[src/rtl/shift_register_pkg.sv]
// Shared types for shift_register: default width and the per-edge operation code.
// Optional bidirectional shifting is enabled by SHIFT_REGISTER_BIDIR_EN.
package shift_register_pkg;

    localparam int DEFAULT_WIDTH = 4;

    typedef enum logic [1:0] {
        OP_HOLD    = 2'd0,
        OP_LOAD    = 2'd1,
        OP_SHIFT_R = 2'd2,
        OP_SHIFT_L = 2'd3
    } op_t;

endpackage

[src/rtl/shift_register_cell.sv]
// One bit of shift_register: 4:1 next-state mux plus a synchronous-reset flop.
// Used identically whether or not SHIFT_REGISTER_BIDIR_EN is defined.
module shift_register_cell
    import shift_register_pkg::*;
(
    input  logic clk,
    input  logic rst,
    input  op_t  op_i,
    input  logic d_i,
    input  logic shr_i,
    input  logic shl_i,
    output logic q_o
);

    logic q_q;
    logic q_d;

    // shr_i is the bit arriving on a right shift (upper neighbour or SI),
    // shl_i the bit arriving on a left shift (lower neighbour or SI).
    always_comb begin
        q_d = q_q;
        case (op_i)
            OP_HOLD:    q_d = q_q;
            OP_LOAD:    q_d = d_i;
            OP_SHIFT_R: q_d = shr_i;
            OP_SHIFT_L: q_d = shl_i;
            default:    q_d = q_q;
        endcase
    end

    always_ff @(posedge clk) begin
        if (rst) begin
            q_q <= 1'b0;
        end else begin
            q_q <= q_d;
        end
    end

    assign q_o = q_q;

endmodule

[src/rtl/shift_register.sv]
// Parallel-load, serial-in shift register: priority reset > load > shift > hold.
// Define SHIFT_REGISTER_BIDIR_EN to add the Dir port and left shifting.
module shift_register
    import shift_register_pkg::*;
#(
    parameter int WIDTH = DEFAULT_WIDTH
) (
    input  logic             clk,
    input  logic             rst,
    input  logic             L,
    input  logic             Sh,
    input  logic             SI,
`ifdef SHIFT_REGISTER_BIDIR_EN
    input  logic             Dir,
`endif
    input  logic [WIDTH-1:0] D,
    output logic [WIDTH-1:0] Q,
    output logic             SO
);

    op_t              op;
    logic [WIDTH-1:0] shr_in;
    logic [WIDTH-1:0] shl_in;

    // Reset lives in each cell's flop, so the decoder only arbitrates load vs shift.
    always_comb begin
        op = OP_HOLD;
        if (L) begin
            op = OP_LOAD;
        end else if (Sh) begin
`ifdef SHIFT_REGISTER_BIDIR_EN
            op = Dir ? OP_SHIFT_L : OP_SHIFT_R;
`else
            op = OP_SHIFT_R;
`endif
        end
    end

    assign shr_in = {SI, Q[WIDTH-1:1]};
    assign shl_in = {Q[WIDTH-2:0], SI};

    for (genvar i = 0; i < WIDTH; i++) begin : g_cell
        shift_register_cell u_cell (
            .clk   (clk),
            .rst   (rst),
            .op_i  (op),
            .d_i   (D[i]),
            .shr_i (shr_in[i]),
            .shl_i (shl_in[i]),
            .q_o   (Q[i])
        );
    end

`ifdef SHIFT_REGISTER_BIDIR_EN
    assign SO = Dir ? Q[WIDTH-1] : Q[0];
`else
    assign SO = Q[0];
`endif

endmodule

[config.mk]
export PLATFORM = sky130hd
export DESIGN_NAME = shift_register
export DESIGN_NICKNAME = d
export VERILOG_FILES = /design/src/rtl/shift_register_pkg.sv /design/src/rtl/shift_register_cell.sv /design/src/rtl/shift_register.sv
export SDC_FILE = /design/constraint.sdc
export NUM_CORES = 1
export LEC_CHECK = 0
export BUFFER_PORTS_ARGS = -buffer_cell sky130_fd_sc_hd__buf_2
export CORE_AREA = 2 2 39 41
export CTS_CLUSTER_DIAMETER = 200
export CTS_CLUSTER_SIZE = 28
export DETAILED_ROUTE_END_ITERATION = 7
export DIE_AREA = 0 0 41 43
export MAX_ROUTING_LAYER = met4
export PLACE_DENSITY = 0.48
export SYNTH_ARGS = -nofsm -noshare
export SYNTH_HDL_FRONTEND = slang
export SYNTH_HIERARCHICAL = 1
export SYNTH_SLANG_ARGS = --single-unit
[constraint.sdc]
create_clock -name clk -period 3 [get_ports clk]
set_input_delay 0.15 -clock clk [delete_from_list [all_inputs] [get_ports clk]]
set_output_delay 0.15 -clock clk [all_outputs]
set_load 0.01 [all_outputs]
==> results.md, run 1 <==
- Crit. End Element: flop
- Number of buffers created by CTS: 3
- Setup violators final: 0
- Arrival time at the worst endpoint: 1.16 ns
- Number of hold buffers added after cts: 0
- Wire per inst: 11.0 um
- Num rows: 14
- Total grt overflow: 0
- Dpl cells: 42
- Maximum VDD drop: 0.0892 mV
- Root buffer cell: clkbuf_4
- Post-layout util: 0.250
- Die Width: 41 um
- Status: complete, no violations
- CP required: 3.12 ns
- Vias in the first global route: 200
- Ratio of final minimum period to clock period: 0.346
- Clock Pin Slew Worst Setup and Hold Paths: 0.04 ns
- Core Box Area: 1380 um2
- Max FFs per register: 4
- Most common cell after layout, fill and taps aside: buf_2
- Die area: 1760 um2
- Synthesis Warnings: 6
- Total Routing Usage GR: 0.0766
- Nets@finish: 40
- RSZ-0062 raised after global routing: false
- Post-CTS Resized: 0
- Min Hold Slack: 0.219 ns
- Pwr Density: 466 nW/um2
- Final total power: 0.000162 W
- Commonest cells after routing, fill and taps aside: buf_2, nor2b_4, mux4_2, dfxtp_1, clkbuf_4
- Slew HR: 0.867
- Routed wire length: 493 um
- Slew of the pin with the lowest slew margin: 0.199 ns
- Type of origin of the critical path: flop
- CP Class: reg -> reg
- Final clock skew: 0.0000264 ns
- First drt pass iteration count: 1
- Largest net degree at the start of global routing: 6
- Min cycle time layout: 1.04 ns
- Average size of a mapped cell: 17.6 um2
- Clk_lat worst skew: 0.23 ns
- Non-Filler Instances: 45
- CTS H-Tree Depth: 1
- Via Count: 176
- Max frequency: 965 MHz
- Post-Syn Instances: 14
- Post-DRT Antenna Nets: 0
- DR vias/cell: 3.91
- Layout cell share with drive strength beyond 1: 0.862
- Global placement routability congestion: 0.624
- First-pass GRT wire length: 731 um
- # Post-CTS Setup Buffers: 0
- Initial antenna violation count: 0
- Deepest clock path buffer count: 2
- Leakage Power: 0.157 nW
- Port bufs: 13
- Post-route setup TNS: 0 ns
- CTS tree: yes
- Post-Syn Area: 246 um2
- Top fanout value on the critical path: 4
- Synth cell types: 4
- Synth-to-layout area growth: 40.6%
- Clock sink count: 4
- Seq/Total Area, Yosys: 0.325
- Min-Delay Path Class: in -> reg
- Seq cells post-synth: 4
- Initial DRC Count: 0
- Synth Net Count: 23
- Starting Density: 0.178
- Max-slew violations: 0
- Die Ht: 43 um
- # IOs: 14
- DR DRC count: 0
- Antenna Diode Count: 0
- Hold Vio Cnt, Final: 0
- Max capacitance violation total: 0
[worst paths after layout]
check                                    start                           endpoint  slack, ns  cells after the start
max          g_cell[2].u_cell/q_o$_SDFFE_PP0P_  g_cell[3].u_cell/q_o$_SDFFE_PP0P_       1.96                      2
min                                        rst  g_cell[1].u_cell/q_o$_SDFFE_PP0P_       0.22                      2
max reg2reg  g_cell[2].u_cell/q_o$_SDFFE_PP0P_  g_cell[3].u_cell/q_o$_SDFFE_PP0P_       1.96                      2
min reg2reg  g_cell[3].u_cell/q_o$_SDFFE_PP0P_  g_cell[3].u_cell/q_o$_SDFFE_PP0P_       0.72                      2
[per-layer routing]
metal,part of all wire,wire [um],vias to the layer above,track usage
met3,0.051,25,2,0.0314
met4,0.028,14,0,0.120
li1,-,-,85,-
met1,0.28,140,84,0.0492
met5,0,0,-,-
met2,0.63,312,5,0.109
[synth_stat cells (all sizes together)]
library cell | n | area share
buf | 1 | 0.030
nor2b | 5 | 0.28
dfxtp | 4 | 0.32
mux4 | 4 | 0.37
[kinds of logic (layout without fill, tap and decap cells)]
family / count (synthesis) / count (layout) / synth area share
flops: 4 / 4 / 0.325
buf+inv: 1 / 16 / 0.0305
mux: 4 / 4 / 0.365
simple gates: 5 / 5 / 0.279
[worst max-delay path, cell delays in order, from the launching register on]
cell	delay [ns]
dfxtp_1	0.32
mux4_2	0.47
nor2b_4	0.13
[area by class of cell]
class                           count  area [um2]
Fill cell                         162        1040
Multi-Input combinational cell      9         159
Sequential cell                     4        80.1
Timing Repair Buffer               13        65.1
Clock buffer                        3        22.5
Tap cell                           16        20.0
[metrics by stage]
stage / cell area [um2] / setup WS [ns]
CTS: 347 / 1.95
detailed placement: 324 / 1.72
global route: 347 / 1.94
global placement: 324 / 1.74
floorplan: 246 / 1.91
finish: 347 / 1.96
[where the power goes]
part | internal [W] | leakage (nW) | switching [W]
sequential | 0.0000574 | 0.0330 | 0.00000313
clock | 0.0000447 | 0.0138 | 0.0000213
combinational | 0.0000227 | 0.111 | 0.0000125
total | 0.000125 | 0.157 | 0.0000368
Note: power is estimated with default switching activity, not from simulation.
==> inputs of run 2 (changes only) <==
- PLACE_DENSITY: 0.48 -> 0.5
- clock period: 3 -> 0.9 ns (I/O delays scaled with it)
==> run 2 against run 1 <==
Effect of this change:
- the run now ends with setup timing left
- sequential cell count did not move
- clock skew grew 0.0068 ns
- clock power rose to 3.4 times the previous value
- sequential power rose to 3.4 times the previous value
- critical path depth unchanged
- die area is the same
- hold slack lost 0.12 ns
- final cell count rose by 4.4%
- fmax increased by 0.64%
- clock-buffer cell count unchanged
- routed wire length rose by 7.5%
- first-iteration DRC count up 5
- largest cell class unchanged
- largest power group unchanged
==> results.md, run 2 (synthesized netlist as in run 1, its figures left out) <==
- Psw: 0.000130 W (+250%)
- # Post-CTS Setup Buffers: 0 (unchanged)
- First-pass GRT wire length: 724 um (-0.96%)
- Number of fill cells: 161 (-0.62%)
- Vias in the first global route: 193 (-3.5%)
- Antenna Diode Count: 0 (unchanged)
- Max FFs per register: 4 (unchanged)
- Hold Path End: g_cell[2].u_cell/q_o$_SDFFE_PP0P_
- CP required: 1.03 ns (-2.09 ns)
- Synth-to-layout area growth: 48.2%
- Initial antenna violation count: 0 (unchanged)
- Arrival time at the worst endpoint: 1.16 ns (about the same)
- Maximum VDD drop: 0.232 mV (+160%)
- Post-layout util: 0.264 (+0.0136)
- Top fanout value on the critical path: 4 (unchanged)
- Internal: 0.000425 W (+240%)
- Status: finished with violations
- Global placement routability congestion: 0.676 (+8.4%)
- Slew of the pin with the lowest slew margin: 0.199 ns (-0.000648 ns)
- Failing checks: setup timing
- Final worst slack: -0.130 ns (-2.09 ns)
- Dpl ws: -0.241 ns (-1.96 ns)
- Post-DRT Antenna Nets: 0 (unchanged)
- Deepest clock path buffer count: 2 (unchanged)
- RSZ-0062 raised after global routing: true
- R2R Setup Slk: -0.13 ns (-2.09 ns)
- Clk network pwr share: 0.407 (about the same)
- Root buffer cell: clkbuf_4
- Total grt overflow: 0 (unchanged)
- Ratio of final minimum period to clock period: 1.14 (+0.799)
- Crit. End Element: flop
- Core Box Area: 1380 um2 (unchanged)
- Port bufs: 13 (unchanged)
- Sequential Power Share: 0.367 (-0.007)
- Clock Pin Slew Worst Setup and Hold Paths: 0.04 ns (about the same)
- First drt pass iteration count: 2 (+1)
- Clk_lat worst skew: 0.24 ns (about the same)
- Most common cell after layout, fill and taps aside: buf_2
- Max-slew violations: 0 (unchanged)
- Sw Ratio: 0.235 (+0.00691)
- Num rows: 14 (unchanged)
- Final clock skew: 0.00688 ns (+0.00685 ns)
- Largest net degree at the start of global routing: 5 (-1)
- Layout cell share with drive strength beyond 1: 0.968 (+0.106)
- Pwr Density: 1520 nW/um2 (+230%)
- DR vias/cell: 4.00 (+2.3%)
- Wire per inst: 11.3 um (+2.9%)
- Hold Vio Cnt, Final: 0 (unchanged)
- Setup violators final: 4 (+4)
- DR DRC count: 0 (unchanged)
- Via Count: 188 (+6.8%)
- Min-Delay Path Class: in -> reg
- Initial DRC Count: 5 (+5)
- Total Routing Usage GR: 0.0724 (-0.00422)
- Nets@finish: 42 (+5.0%)
- Clock sink count: 4 (unchanged)
- Hold path startpoint: rst
- Worst Hold Depth: 2 (unchanged)
- CTS H-Tree Depth: 1 (unchanged)
- Max frequency: 971 MHz (+0.64%)
- Post-CTS Resized: 0 (unchanged)
- Commonest cells after routing, fill and taps aside: buf_2, nor2b_4, mux4_2
- Type of origin of the critical path: flop
- Starting Density: 0.178 (unchanged)
- Min cycle time layout: 1.03 ns (-0.00655 ns)
- Die Ht: 43 um (unchanged)
- Slew HR: 0.868 (about the same)
- Number of buffers created by CTS: 3 (unchanged)
- Routed wire length: 530 um (+7.5%)
- # IOs: 14 (unchanged)
- FF-to-FF path depth: 2 (unchanged)
- Terminus of the critical flop-to-flop path: g_cell[3].u_cell/q_o$_SDFFE_PP0P_
- Logic pwr share: 0.226 (+0.009)
- CTS tree: yes
- CP Class: reg -> reg
- Leakage Power: 0.169 nW (+7.1%)
- Max capacitance violation total: 0 (unchanged)
- RR Startpoint: g_cell[2].u_cell/q_o$_SDFFE_PP0P_
- Die Width: 41 um (unchanged)
- Number of hold buffers added after cts: 0 (unchanged)
- Die area: 1760 um2 (unchanged)
run 2: changes by cell type in the layout (fill, tap and decap cells not counted):
cell / change
dfxtp_1: -3
dfxtp_2: +3
buf_4: +2
run 2: stage by stage:
step	total power [W]	cells	TNS, ns	hold WS (ns)	instance area (um2)
after floorplan	0.000280	14	-0.441	0.102	250
after global placement	0.000332	44	-0.926	0.348	343
after detailed placement	0.000333	44	-0.942	0.351	343
after CTS	0.000567	47	-0.499	0.0961	365
after global routing	0.000585	47	-0.570	0.110	365
final	0.000555	47	-0.492	0.0993	365
run 2: power groups by stage:
stage / clock network, W / registers, W / logic (W)
final: 0.000226 / 0.000204 / 0.000125
after global routing: 0.000247 / 0.000205 / 0.000134
after CTS: 0.000236 / 0.000203 / 0.000128
after detailed placement: 0 / 0.000206 / 0.000127
after global placement: 0 / 0.000205 / 0.000127
after floorplan: 0 / 0.000211 / 0.0000696
run 2: cell type report:
cell class / count / area [um2] / area share
Clock buffer: 3 / 22.5 / 0.0616
Multi-Input combinational cell: 9 / 159 / 0.435
Sequential cell: 4 / 83.8 / 0.229
Tap cell: 16 / 20.0 / 0.0548
Timing Repair Buffer: 15 / 80.1 / 0.219
run 2: critical path, stage by stage, from the launching register on:
cell and delay [ns]:
dfxtp_2 0.33, mux4_2 0.46, nor2b_4 0.13
run 2: layer usage:
layer / share of wire / wire [um] / global-route usage
met1: 0.33 / 174 / 0.0523
met2: 0.63 / 332 / 0.103
met3: 0.043 / 23 / 0.0157
met4: 0 / 0 / 0.120
met5: 0 / 0 / -
run 2: worst max path at each step:
stage | start | endpoint | slack [ns] | cells after the start
floorplan | g_cell[0].u_cell/q_o$_SDFFE_PP0P_ | g_cell[1].u_cell/q_o$_SDFFE_PP0P_ | -0.12 | 2
global placement | L | g_cell[0].u_cell/q_o$_SDFFE_PP0P_ | -0.24 | 4
detailed placement | L | g_cell[0].u_cell/q_o$_SDFFE_PP0P_ | -0.24 | 4
CTS | g_cell[2].u_cell/q_o$_SDFFE_PP0P_ | g_cell[3].u_cell/q_o$_SDFFE_PP0P_ | -0.13 | 2
global route | g_cell[2].u_cell/q_o$_SDFFE_PP0P_ | g_cell[3].u_cell/q_o$_SDFFE_PP0P_ | -0.15 | 2
finish | g_cell[2].u_cell/q_o$_SDFFE_PP0P_ | g_cell[3].u_cell/q_o$_SDFFE_PP0P_ | -0.13 | 2
